$ cat src/rtl/traffic_light_sequencer_if.sv
// traffic_light_sequencer_if
//   Bundles the sequencer's timer-side and lamp-side signals.
//   master: drives tick, sensor, walk request, reprogram strobe and timer value
//           (timer block / environment side).
//   slave : the sequencer; drives interval select, lamp codes, walk and expired.
//   Signals:
//     one_hz_en   1  single-cycle tick, one per second
//     sensor      1  farm-road vehicle present
//     walk_req    1  pedestrian button
//     prog_sync   1  timer reprogram strobe
//     value       4  seconds for the selected interval
//     interval    2  interval select to the timer block
//     hwy_lights  3  {R,Y,G} one-hot
//     farm_lights 3  {R,Y,G} one-hot
//     walk        1  pedestrian walk lamp
//     expired     1  one-cycle pulse when a countdown ends
interface traffic_light_sequencer_if;
  logic       one_hz_en;
  logic       sensor;
  logic       walk_req;
  logic       prog_sync;
  logic [3:0] value;
  logic [1:0] interval;
  logic [2:0] hwy_lights;
  logic [2:0] farm_lights;
  logic       walk;
  logic       expired;

  modport master (
    output one_hz_en, sensor, walk_req, prog_sync, value,
    input  interval, hwy_lights, farm_lights, walk, expired
  );

  modport slave (
    input  one_hz_en, sensor, walk_req, prog_sync, value,
    output interval, hwy_lights, farm_lights, walk, expired
  );
endinterface

$ cat src/rtl/traffic_light_sequencer.sv
// traffic_light_sequencer
//   Main intersection FSM for a highway / farm-road crossing with an optional
//   pedestrian phase. Each state first spends LOAD_WAIT cycles with its
//   interval select held so the timer block can settle, then loads the
//   returned second count and counts it down on the 1 Hz enable.
//   Ports:
//     clk    system clock
//     reset  asynchronous, active-high
//     bus    traffic_light_sequencer_if.slave (tick, sensor, walk_req,
//            prog_sync, value in; interval, lamps, walk, expired out)
//   Parameters:
//     LOAD_WAIT  cycles from interval change until value is sampled
//   Build option:
//     PED_WALK_EN  enables the pedestrian WK phase, walk_pend and walk lamp.
//
//   state | meaning
//   HG    | highway green, farm red (interval 11); waits for demand after expiry
//   HY    | highway yellow, farm red (interval 10)
//   FG    | farm green, highway red (00, or 01 for the single extension)
//   FY    | farm yellow, highway red (interval 10)
//   WK    | both red, walk lamp on (interval 01)
module traffic_light_sequencer #(
  parameter int LOAD_WAIT = 2
) (
  input  logic                     clk,
  input  logic                     reset,
  traffic_light_sequencer_if.slave bus
);

  localparam int LCW = (LOAD_WAIT > 2) ? $clog2(LOAD_WAIT) : 1;
  localparam logic [LCW-1:0] LOAD_LAST = LCW'(LOAD_WAIT - 1);

  localparam logic [2:0] LAMP_R = 3'b100;
  localparam logic [2:0] LAMP_Y = 3'b010;
  localparam logic [2:0] LAMP_G = 3'b001;

  localparam logic [1:0] IV_BASE   = 2'b00;
  localparam logic [1:0] IV_EXTEND = 2'b01;
  localparam logic [1:0] IV_YELLOW = 2'b10;
  localparam logic [1:0] IV_DOUBLE = 2'b11;

  typedef enum logic [2:0] {ST_HG, ST_HY, ST_FG, ST_FY, ST_WK} state_t;
  typedef enum logic {PH_LOAD, PH_RUN} phase_t;

  state_t         state,     state_nxt, target;
  phase_t         phase,     phase_nxt;
  logic [LCW-1:0] load_cnt,  load_cnt_nxt;
  logic [3:0]     counter,   counter_nxt;
  logic           ext_used,  ext_nxt;
  logic           walk_pend, pend_nxt;
  logic           hg_wait,   wait_nxt;
  logic           go;
  logic           demand;
  logic           walk_set;

  logic [1:0]     interval_q,  interval_nxt;
  logic [2:0]     hwy_q,       hwy_nxt;
  logic [2:0]     farm_q,      farm_nxt;
  logic           walk_q,      walk_nxt;
  logic           expired_q,   expired_nxt;

`ifdef PED_WALK_EN
  localparam logic PED = 1'b1;
  assign walk_set = bus.walk_req && (state != ST_WK);
`else
  localparam logic PED = 1'b0;
  logic unused_walk_req;
  assign unused_walk_req = bus.walk_req;
  assign walk_set        = 1'b0;
`endif

  assign demand = bus.sensor | walk_pend;

  always_comb begin
    state_nxt    = state;
    phase_nxt    = phase;
    load_cnt_nxt = load_cnt;
    counter_nxt  = counter;
    ext_nxt      = ext_used;
    pend_nxt     = walk_pend;
    wait_nxt     = hg_wait;
    expired_nxt  = 1'b0;
    go           = 1'b0;
    target       = state;

    if (bus.prog_sync) begin
      state_nxt    = ST_HG;
      phase_nxt    = PH_LOAD;
      load_cnt_nxt = '0;
      counter_nxt  = '0;
      ext_nxt      = 1'b0;
      pend_nxt     = 1'b0;
      wait_nxt     = 1'b0;
    end else begin
      pend_nxt = walk_pend | walk_set;
      if (phase == PH_LOAD) begin
        // ticks arriving here are dropped on purpose
        if (load_cnt == LOAD_LAST) begin
          phase_nxt   = PH_RUN;
          counter_nxt = (bus.value == 4'd0) ? 4'd1 : bus.value;
        end else begin
          load_cnt_nxt = load_cnt + LCW'(1);
        end
      end else if (state == ST_HG && hg_wait) begin
        // countdown already ended; leave as soon as anyone is waiting
        if (demand) begin
          go     = 1'b1;
          target = ST_HY;
        end
      end else if (bus.one_hz_en) begin
        if (counter > 4'd1) begin
          counter_nxt = counter - 4'd1;
        end else begin
          expired_nxt = 1'b1;
          case (state)
            ST_HG: begin
              if (demand) begin
                go     = 1'b1;
                target = ST_HY;
              end else begin
                wait_nxt = 1'b1;
              end
            end
            ST_HY: begin
              go     = 1'b1;
              target = walk_pend ? ST_WK : ST_FG;
            end
            ST_FG: begin
              go = 1'b1;
              if (bus.sensor && !ext_used) begin
                target  = ST_FG;
                ext_nxt = 1'b1;
              end else begin
                target  = ST_FY;
                ext_nxt = 1'b0;
              end
            end
            ST_FY: begin
              go     = 1'b1;
              target = ST_HG;
            end
            ST_WK: begin
              go       = 1'b1;
              pend_nxt = 1'b0;
              target   = bus.sensor ? ST_FG : ST_HG;
            end
            default: begin
              go     = 1'b1;
              target = ST_HG;
            end
          endcase
        end
      end

      if (go) begin
        state_nxt    = target;
        phase_nxt    = PH_LOAD;
        load_cnt_nxt = '0;
        wait_nxt     = 1'b0;
      end
    end
  end

  // Output decode from the next state so lamps switch on the state edge.
  always_comb begin
    interval_nxt = IV_DOUBLE;
    hwy_nxt      = LAMP_G;
    farm_nxt     = LAMP_R;
    walk_nxt     = 1'b0;
    case (state_nxt)
      ST_HY: begin
        interval_nxt = IV_YELLOW;
        hwy_nxt      = LAMP_Y;
      end
      ST_FG: begin
        interval_nxt = ext_nxt ? IV_EXTEND : IV_BASE;
        hwy_nxt      = LAMP_R;
        farm_nxt     = LAMP_G;
      end
      ST_FY: begin
        interval_nxt = IV_YELLOW;
        hwy_nxt      = LAMP_R;
        farm_nxt     = LAMP_Y;
      end
      ST_WK: begin
        interval_nxt = IV_EXTEND;
        hwy_nxt      = LAMP_R;
        walk_nxt     = PED;
      end
      default: ;
    endcase
  end

  always_ff @(posedge clk or posedge reset) begin
    if (reset) begin
      state      <= ST_HG;
      phase      <= PH_LOAD;
      load_cnt   <= '0;
      counter    <= '0;
      ext_used   <= 1'b0;
      walk_pend  <= 1'b0;
      hg_wait    <= 1'b0;
      interval_q <= IV_DOUBLE;
      hwy_q      <= LAMP_G;
      farm_q     <= LAMP_R;
      walk_q     <= 1'b0;
      expired_q  <= 1'b0;
    end else begin
      state      <= state_nxt;
      phase      <= phase_nxt;
      load_cnt   <= load_cnt_nxt;
      counter    <= counter_nxt;
      ext_used   <= ext_nxt;
      walk_pend  <= pend_nxt;
      hg_wait    <= wait_nxt;
      interval_q <= interval_nxt;
      hwy_q      <= hwy_nxt;
      farm_q     <= farm_nxt;
      walk_q     <= walk_nxt;
      expired_q  <= expired_nxt;
    end
  end

  assign bus.interval    = interval_q;
  assign bus.hwy_lights  = hwy_q;
  assign bus.farm_lights = farm_q;
  assign bus.walk        = walk_q;
  assign bus.expired     = expired_q;

endmodule
$ cat src/flat_wrapper.sv
// flat-port wrapper written by rule: the top's interface ports become plain ports
module traffic_light_sequencer_flat 
#(
  parameter int LOAD_WAIT = 2
)
  (clk, reset, bus_one_hz_en, bus_sensor, bus_walk_req, bus_prog_sync, bus_value, bus_interval, bus_hwy_lights, bus_farm_lights, bus_walk, bus_expired);
  traffic_light_sequencer_if bus_i ();
  input  logic clk;
  input  logic reset;
  input wire logic [$bits(bus_i.one_hz_en)-1:0] bus_one_hz_en;
  input wire logic [$bits(bus_i.sensor)-1:0] bus_sensor;
  input wire logic [$bits(bus_i.walk_req)-1:0] bus_walk_req;
  input wire logic [$bits(bus_i.prog_sync)-1:0] bus_prog_sync;
  input wire logic [$bits(bus_i.value)-1:0] bus_value;
  output wire logic [$bits(bus_i.interval)-1:0] bus_interval;
  output wire logic [$bits(bus_i.hwy_lights)-1:0] bus_hwy_lights;
  output wire logic [$bits(bus_i.farm_lights)-1:0] bus_farm_lights;
  output wire logic [$bits(bus_i.walk)-1:0] bus_walk;
  output wire logic [$bits(bus_i.expired)-1:0] bus_expired;
  assign bus_i.one_hz_en = bus_one_hz_en;
  assign bus_i.sensor = bus_sensor;
  assign bus_i.walk_req = bus_walk_req;
  assign bus_i.prog_sync = bus_prog_sync;
  assign bus_i.value = bus_value;
  assign bus_interval = bus_i.interval;
  assign bus_hwy_lights = bus_i.hwy_lights;
  assign bus_farm_lights = bus_i.farm_lights;
  assign bus_walk = bus_i.walk;
  assign bus_expired = bus_i.expired;
  traffic_light_sequencer #(.LOAD_WAIT(LOAD_WAIT)) u_core (.clk(clk), .reset(reset), .bus(bus_i));
endmodule
$ cat config.mk
export PLATFORM = sky130hd
export DESIGN_NAME = traffic_light_sequencer_flat
export DESIGN_NICKNAME = d
export VERILOG_FILES = /design/src/rtl/traffic_light_sequencer_if.sv /design/src/rtl/traffic_light_sequencer.sv /design/src/flat_wrapper.sv
export SDC_FILE = /design/constraint.sdc
export NUM_CORES = 1
export LEC_CHECK = 0
export ABC_AREA = 1
export CAP_MARGIN = 5
export CORE_UTILIZATION = 51
export DETAILED_ROUTE_END_ITERATION = 10
export PLACE_DENSITY_LB_ADDON = 0.05
export SETUP_SLACK_MARGIN = 0.02
export SLEW_MARGIN = 25
export SYNTH_ARGS = -nofsm -noshare
export SYNTH_HDL_FRONTEND = slang
export SYNTH_SLANG_ARGS = --single-unit
$ cat constraint.sdc
create_clock -name clk -period 2.1 [get_ports clk]
set_input_delay 0.21 -clock clk [delete_from_list [all_inputs] [get_ports clk]]
set_output_delay 0.21 -clock clk [all_outputs]
set_load 0.02 [all_outputs]
### After elaboration in Yosys (flattened, before gate mapping)

Cells that the tools add are included.

| word-level totals | value |
|---|---|
| word-level logic and storage cells | 111 |
| bits in read-only memories | 0 |
| flip-flop bits (word level) | 21 |
| bits in latches | 0 |
| memory bits (writable) | 0 |
| memories kept | 0 |
| output and inout port bits | 10 |
| input port bits | 10 |

| cells by class | value |
|---|---|
| $add $sub $neg | 2 |
| shift-type cells | 0 |
| $lt $le $gt $ge | 1 |
| equality and inequality tests | 16 |
| reduce and logical (&&, ||, !) cells | 17 |
| bitwise gates (word level) | 1 |
| mux-type cells | 63 |
| div/mod/pow operators | 0 |
| $mul | 0 |

Operators by type and width:

| operator | count |
|---|---|
| 2-to-1 mux 1 bit | 43 |
| 2-to-1 mux 4 bit | 7 |
| 2-to-1 mux 3 bit | 8 |
| != test 3 bit (second input constant) | 7 |
| one-hot mux 3 bit (2 select lines) | 2 |
| one-hot mux 3 bit (4 select lines) | 1 |
| nonzero test 3 bit | 4 |
| equality test 3 x 2 -> 1 bit (second input constant) | 3 |
| equality test 3 x 1 -> 1 bit (second input constant) | 2 |
| equality test 3 bit (second input constant) | 2 |
| one-hot mux 2 bit (3 select lines) | 1 |
| AND reduction 6 bit | 1 |
| nonzero test 2 bit | 3 |
| AND reduction 5 bit | 1 |
| greater-than comparator 4 x 1 -> 1 bit (second input constant) | 1 |
| zero test 4 bit | 1 |
| != test 2 bit (second input constant) | 2 |
| AND reduction 4 bit | 1 |
| subtractor 4 x 1 -> 4 bit (second input constant) | 1 |
| zero test 3 bit | 1 |
| OR reduction 3 bit | 1 |
| logical AND 1 bit | 2 |
| 2-to-1 mux 2 bit | 1 |
| OR reduction 2 bit | 1 |
| other kinds (3) | 3 |

### Depth between registers and ports, before layout

| depth | value |
|---|---|
| word-level depth | 13 |
| depth in mapped cells | 13 |
| mapped depth without buffers | 13 |

### Worst setup path after synthesis

No wires, ideal clock.

| timing | value |
|---|---|
| kind | register to register |
| start point | reg u_core.counter[0] |
| end point | reg u_core.interval_q[0] (netlist: u_core.bus.interval[0]) |
| data required time | 2018 ps |
| library setup time | 82 ps |
| period minus slack after synthesis | 1533 ps |
| stages on the path, launching flop included | 13 |
| buffers on the path | 0 |
| setup slack | 567 ps |
| data arrival time | 1450 ps |
| cell sequence | dfrtp_1 -> inv_1 -> ha_1 -> inv_1 -> nand2_1 -> nand3_1 -> nand2_2 -> nand2_4 -> clkinv_1 -> nand2_1 -> nand3_4 -> nand3_2 -> nand3_1 |

| on the way | value |
|---|---|
| word-level cells in the longest chain between the ends | 11 |
| elaborated cells on any way between the ends | 24 |
| classes of those cells | order compare: 1; eq/ne: 4; mux: 18; reduce/logical: 1 |

Ends and longest elaborated chain:

| element | RTL line | source |
|---|---|---|
| from (decl) | traffic_light_sequencer.sv:48 | `logic [3:0] counter, counter_nxt;` |
| from (signal assigned) | traffic_light_sequencer.sv:212 | `counter <= counter_nxt;` |
| greater-than comparator 4 x 1 -> 1 bit * | traffic_light_sequencer.sv:111 | `if (counter > 4'd1) begin` |
| 2-to-1 mux 1 bit | traffic_light_sequencer.sv:111 |  |
| 2-to-1 mux 1 bit | traffic_light_sequencer.sv:110 | `end else if (bus.one_hz_en) begin` |
| 2-to-1 mux 1 bit | traffic_light_sequencer.sv:104 | `end else if (state == ST_HG && hg_wait) begin` |
| 2-to-1 mux 1 bit | traffic_light_sequencer.sv:96 | `if (phase == PH_LOAD) begin` |
| 2-to-1 mux 1 bit | traffic_light_sequencer.sv:86 | `if (bus.prog_sync) begin` |
| 2-to-1 mux 3 bit | traffic_light_sequencer.sv:155 | `if (go) begin` |
| 2-to-1 mux 3 bit | traffic_light_sequencer.sv:86 |  |
| equality test 3 x 1 -> 1 bit or equality test 3 x 2 -> 1 bit (tied branches) | traffic_light_sequencer.sv:170 | `case (state_nxt)` |
| OR reduction 2 bit (no source line) | - |  |
| one-hot mux 2 bit (3 select lines) * | traffic_light_sequencer.sv:170 |  |
| via u_core.interval_nxt[0] | traffic_light_sequencer.sv:56 | `logic [1:0] interval_q, interval_nxt;` |
| to (signal assigned) | traffic_light_sequencer.sv:216 | `interval_q <= interval_nxt;` |
| to (decl) | traffic_light_sequencer.sv:56 |  |

Mark *: on every way through the listed nets, which the timed path passes. The rest lies on a longest branch. The select of a mux whose other input is x is not followed.
A chain may end at the register's enable or synchronous reset.

### Worst setup path in the final report

Ends and elaborated chain as after synthesis.

==> impl_metrics.json <==
{
  "wl_mm": 2.04,
  "path_delay_family": "simple AND/OR/NAND/NOR gates",
  "placement_rows": 16,
  "final_nets": 168,
  "relSlewSlack": 0.494,
  "synth_area_sq_mm": 0.00109,
  "grt_max_degree": 21,
  "fin_worst_skew_ns": 0.00515,
  "cts.path.max_buffers": 2,
  "fin_crit_sh": 0.846,
  "crit_arrival_ns": 2.02,
  "worst_pin_slew_ns": 0.758,
  "fin_setup_tns_ns": 0,
  "finalCriticalPeriod_ns": 1.78,
  "drc_errors": 0,
  "gp_congestion": 0.842,
  "die_area_sq_mm": 0.00233,
  "cts_tree": "yes",
  "root_buffer": "clkbuf_4",
  "place_ws_ns": 0.344,
  "ant_nets": 0,
  "status": "completed",
  "async_reset_ff_frac": 1.00,
  "ctsResizeCount": 0,
  "slowest_delay_ns": 0.39,
  "die-height_um": 48.3,
  "p_total_mw": 0.949,
  "io_buffers": 17,
  "antenna_cells": 0,
  "numCtsBuffers": 3,
  "grt_pass1_wl_mm": 3.88,
  "peakVddDrop_v": 0.000461,
  "required_ns": 2.34,
  "rsz0062_at_grt": "false",
  "r2r_start": "u_core.counter[0]",
  "synth_ff_type": "dfrtp_1",
  "grt_overflow": 0,
  "firstDrtPassIters": 4,
  "antenna_found_initial": 0,
  "drv_cap": 0,
  "track_usage": 0.214,
  "yosysMostFrequentCell": "nand2_1",
  "hold_violations": 0,
  "end_kind": "register",
  "p_leak_nw": 0.674,
  "clkSinkCount": 20,
  "r2r_setup_slack_ns": 0.32,
  "num_vias": 909,
  "synth_commonest_cells": "nand2_1, inv_1, dfrtp_1",
  "synth_edf_count": 0,
  "synthToLayoutAreaGrowth_pct": 22.0,
  "yosysTopAreaCell": "dfrtp_1",
  "insertion_delay_ns": 0.30,
  "synth.distinct_cells": 28,
  "critPathMaxFanout": 7,
  "top_level_ports": 20,
  "fin_ws_ns": 0.324,
  "r2r_cells": 13,
  "ys_seq_area_frac": 0.462,
  "clk_pin_slew_ns": 0.11,
  "cpMostUsedCell": "nand3_1",
  "drive_gt1_frac": 0.142,
  "crit_slowest_cell": "dfrtp_1",
  "start_kind": "register",
  "p_per_area_mw_per_mm2": 712,
  "netlist_top_cells_area": "dfrtp_1, dfstp_2, nand2_1, inv_1, nand3_1",
  "slew_violations": 0,
  "cts_max_level": 1,
  "path_buf_inv": 3,
  "avgSynthCellArea_sq_um": 8.16,
  "synth-seq-cells": 20,
  "yosysWarnings": 0,
  "wire_per_inst_um": 11.2,
  "yosysTopAreaCellShare": 0.366,
  "critical_path_class": "register to register",
  "netlist_instances": 134,
  "setup_viol": 0,
  "grt_pass1_vias": 892,
  "drtIter0Drc": 25,
  "syn_nets": 146,
  "coreArea_sq_mm": 0.00198,
  "dp_hpwl_mm": 1.60,
  "hold_path.class": "input port to asynchronous set/reset pin",
  "cts_setup_buffers": 0,
  "die_w_um": 48.3,
  "path_cells": "inv_1 -> ha_1 -> inv_1 -> nand2_1 -> nand3_1 -> nand2_2 -> nand2_4 -> clkinv_1 -> nand2_1 -> nand2_2 -> nor2_1 -> nand3_1 -> nand3_1",
  "timing.rr.end": "u_core.bus.interval[0]",
  "cts_hold_buf": 0,
  "fillers": 163,
  "via_per_inst": 4.99,
  "maxClockFrequency_ghz": 0.563,
  "initial_core_util": 0.552
}
sequential cells by signal (all words and copies together) (netlist names):
register	count
u_core.state	3
u_core.bus.hwy_lights	3
u_core.phase	1
u_core.hg_wait	1
u_core.load_cnt	1
u_core.bus.expired	1
u_core.ext_used	1
u_core.counter	4
u_core.bus.interval	2
u_core.bus.farm_lights	3
layer usage:
layer	vias up	routed length, um	global-route usage
met4	0	15	0.0735
met3	2	93	0.0283
met2	23	983	0.366
met1	414	952	0.279
li1	470	-	-
met5	-	0	0
per-stage QoR:
stage / utilization / std cells / hold slack, ns / instance area, sq um
floorplan: - / 134 / 0.171 / 1090
global placement: 0.655 / 178 / 0.524 / 1300
CTS: 0.673 / 182 / 0.348 / 1330
detailed placement: 0.655 / 178 / 0.518 / 1300
finish: 0.673 / 182 / 0.333 / 1330
global route: 0.673 / 182 / 0.397 / 1330
cells in the final DEF (no fill, tap or decap), types with 2 or more instances in the layout:
cell type | netlist | routed
dfstp_2 | 4 | 4
nand3_2 | 2 | 2
clkbuf_4 | 0 | 3
nand4_1 | 2 | 2
o21ai_0 | 9 | 9
nor2_1 | 12 | 12
nand3_1 | 10 | 10
a21oi_4 | 2 | 2
o22ai_1 | 2 | 2
nand2_1 | 26 | 26
clkinv_1 | 2 | 2
nand2_4 | 2 | 2
dfrtp_1 | 16 | 16
inv_1 | 24 | 24
ha_1 | 2 | 2
clkdlybuf4s50_1 | 0 | 17
a21oi_1 | 4 | 4
nand2_2 | 3 | 3
layout make-up:
class	instances	area (sq um)	share of cell area
flip-flops and latches	20	505	0.379
multi-input cells	86	479	0.359
repair buffers	18	178	0.133
inverters	27	101	0.0760
clock buffers	4	36.3	0.0272
well taps	27	33.8	0.0253
logic make-up (layout without fill, tap and decap cells):
group,count (synthesis),in the layout,synth area share
buf+inv,28,49,0.0995
simple gates,60,60,0.270
other cells,1,1,0.00343
compound gates,23,23,0.142
fa+ha+maj,2,2,0.0229
flops,20,20,0.462
worst max path at each step:
| stage | startpoint | to | slack, ns | cells after the start |
|---|---|---|---|---|
| final | u_core.counter[0] | u_core.bus.interval[0] | 0.32 | 13 |
| after global routing | u_core.counter[0] | u_core.bus.interval[0] | 0.17 | 13 |
| after CTS | u_core.counter[0] | u_core.bus.interval[0] | 0.33 | 13 |
| after detailed placement | bus_prog_sync | u_core.counter[3] | 0.34 | 9 |
| after global placement | u_core.counter[0] | u_core.bus.interval[0] | 0.40 | 13 |
| after floorplan | u_core.counter[0] | u_core.bus.interval[0] | 0.57 | 12 |
worst register-to-register path, stage by stage (launching register included):
cell and delay, ns:
dfrtp_1 0.39, inv_1 0.08, ha_1 0.21, inv_1 0.09
nand2_1 0.06, nand3_1 0.12, nand2_2 0.09, nand2_4 0.13
clkinv_1 0.08, nand2_1 0.14, nand2_2 0.07, nor2_1 0.10
nand3_1 0.08, nand3_1 0.07
report_power, final:
| group | switching (mW) | total (mW) | internal [mW] |
|---|---|---|---|
| logic | 0.174 | 0.279 | 0.105 |
| clock network | 0.115 | 0.221 | 0.106 |
| registers | 0.0219 | 0.449 | 0.427 |
Note: power is estimated with default switching activity, not from simulation.
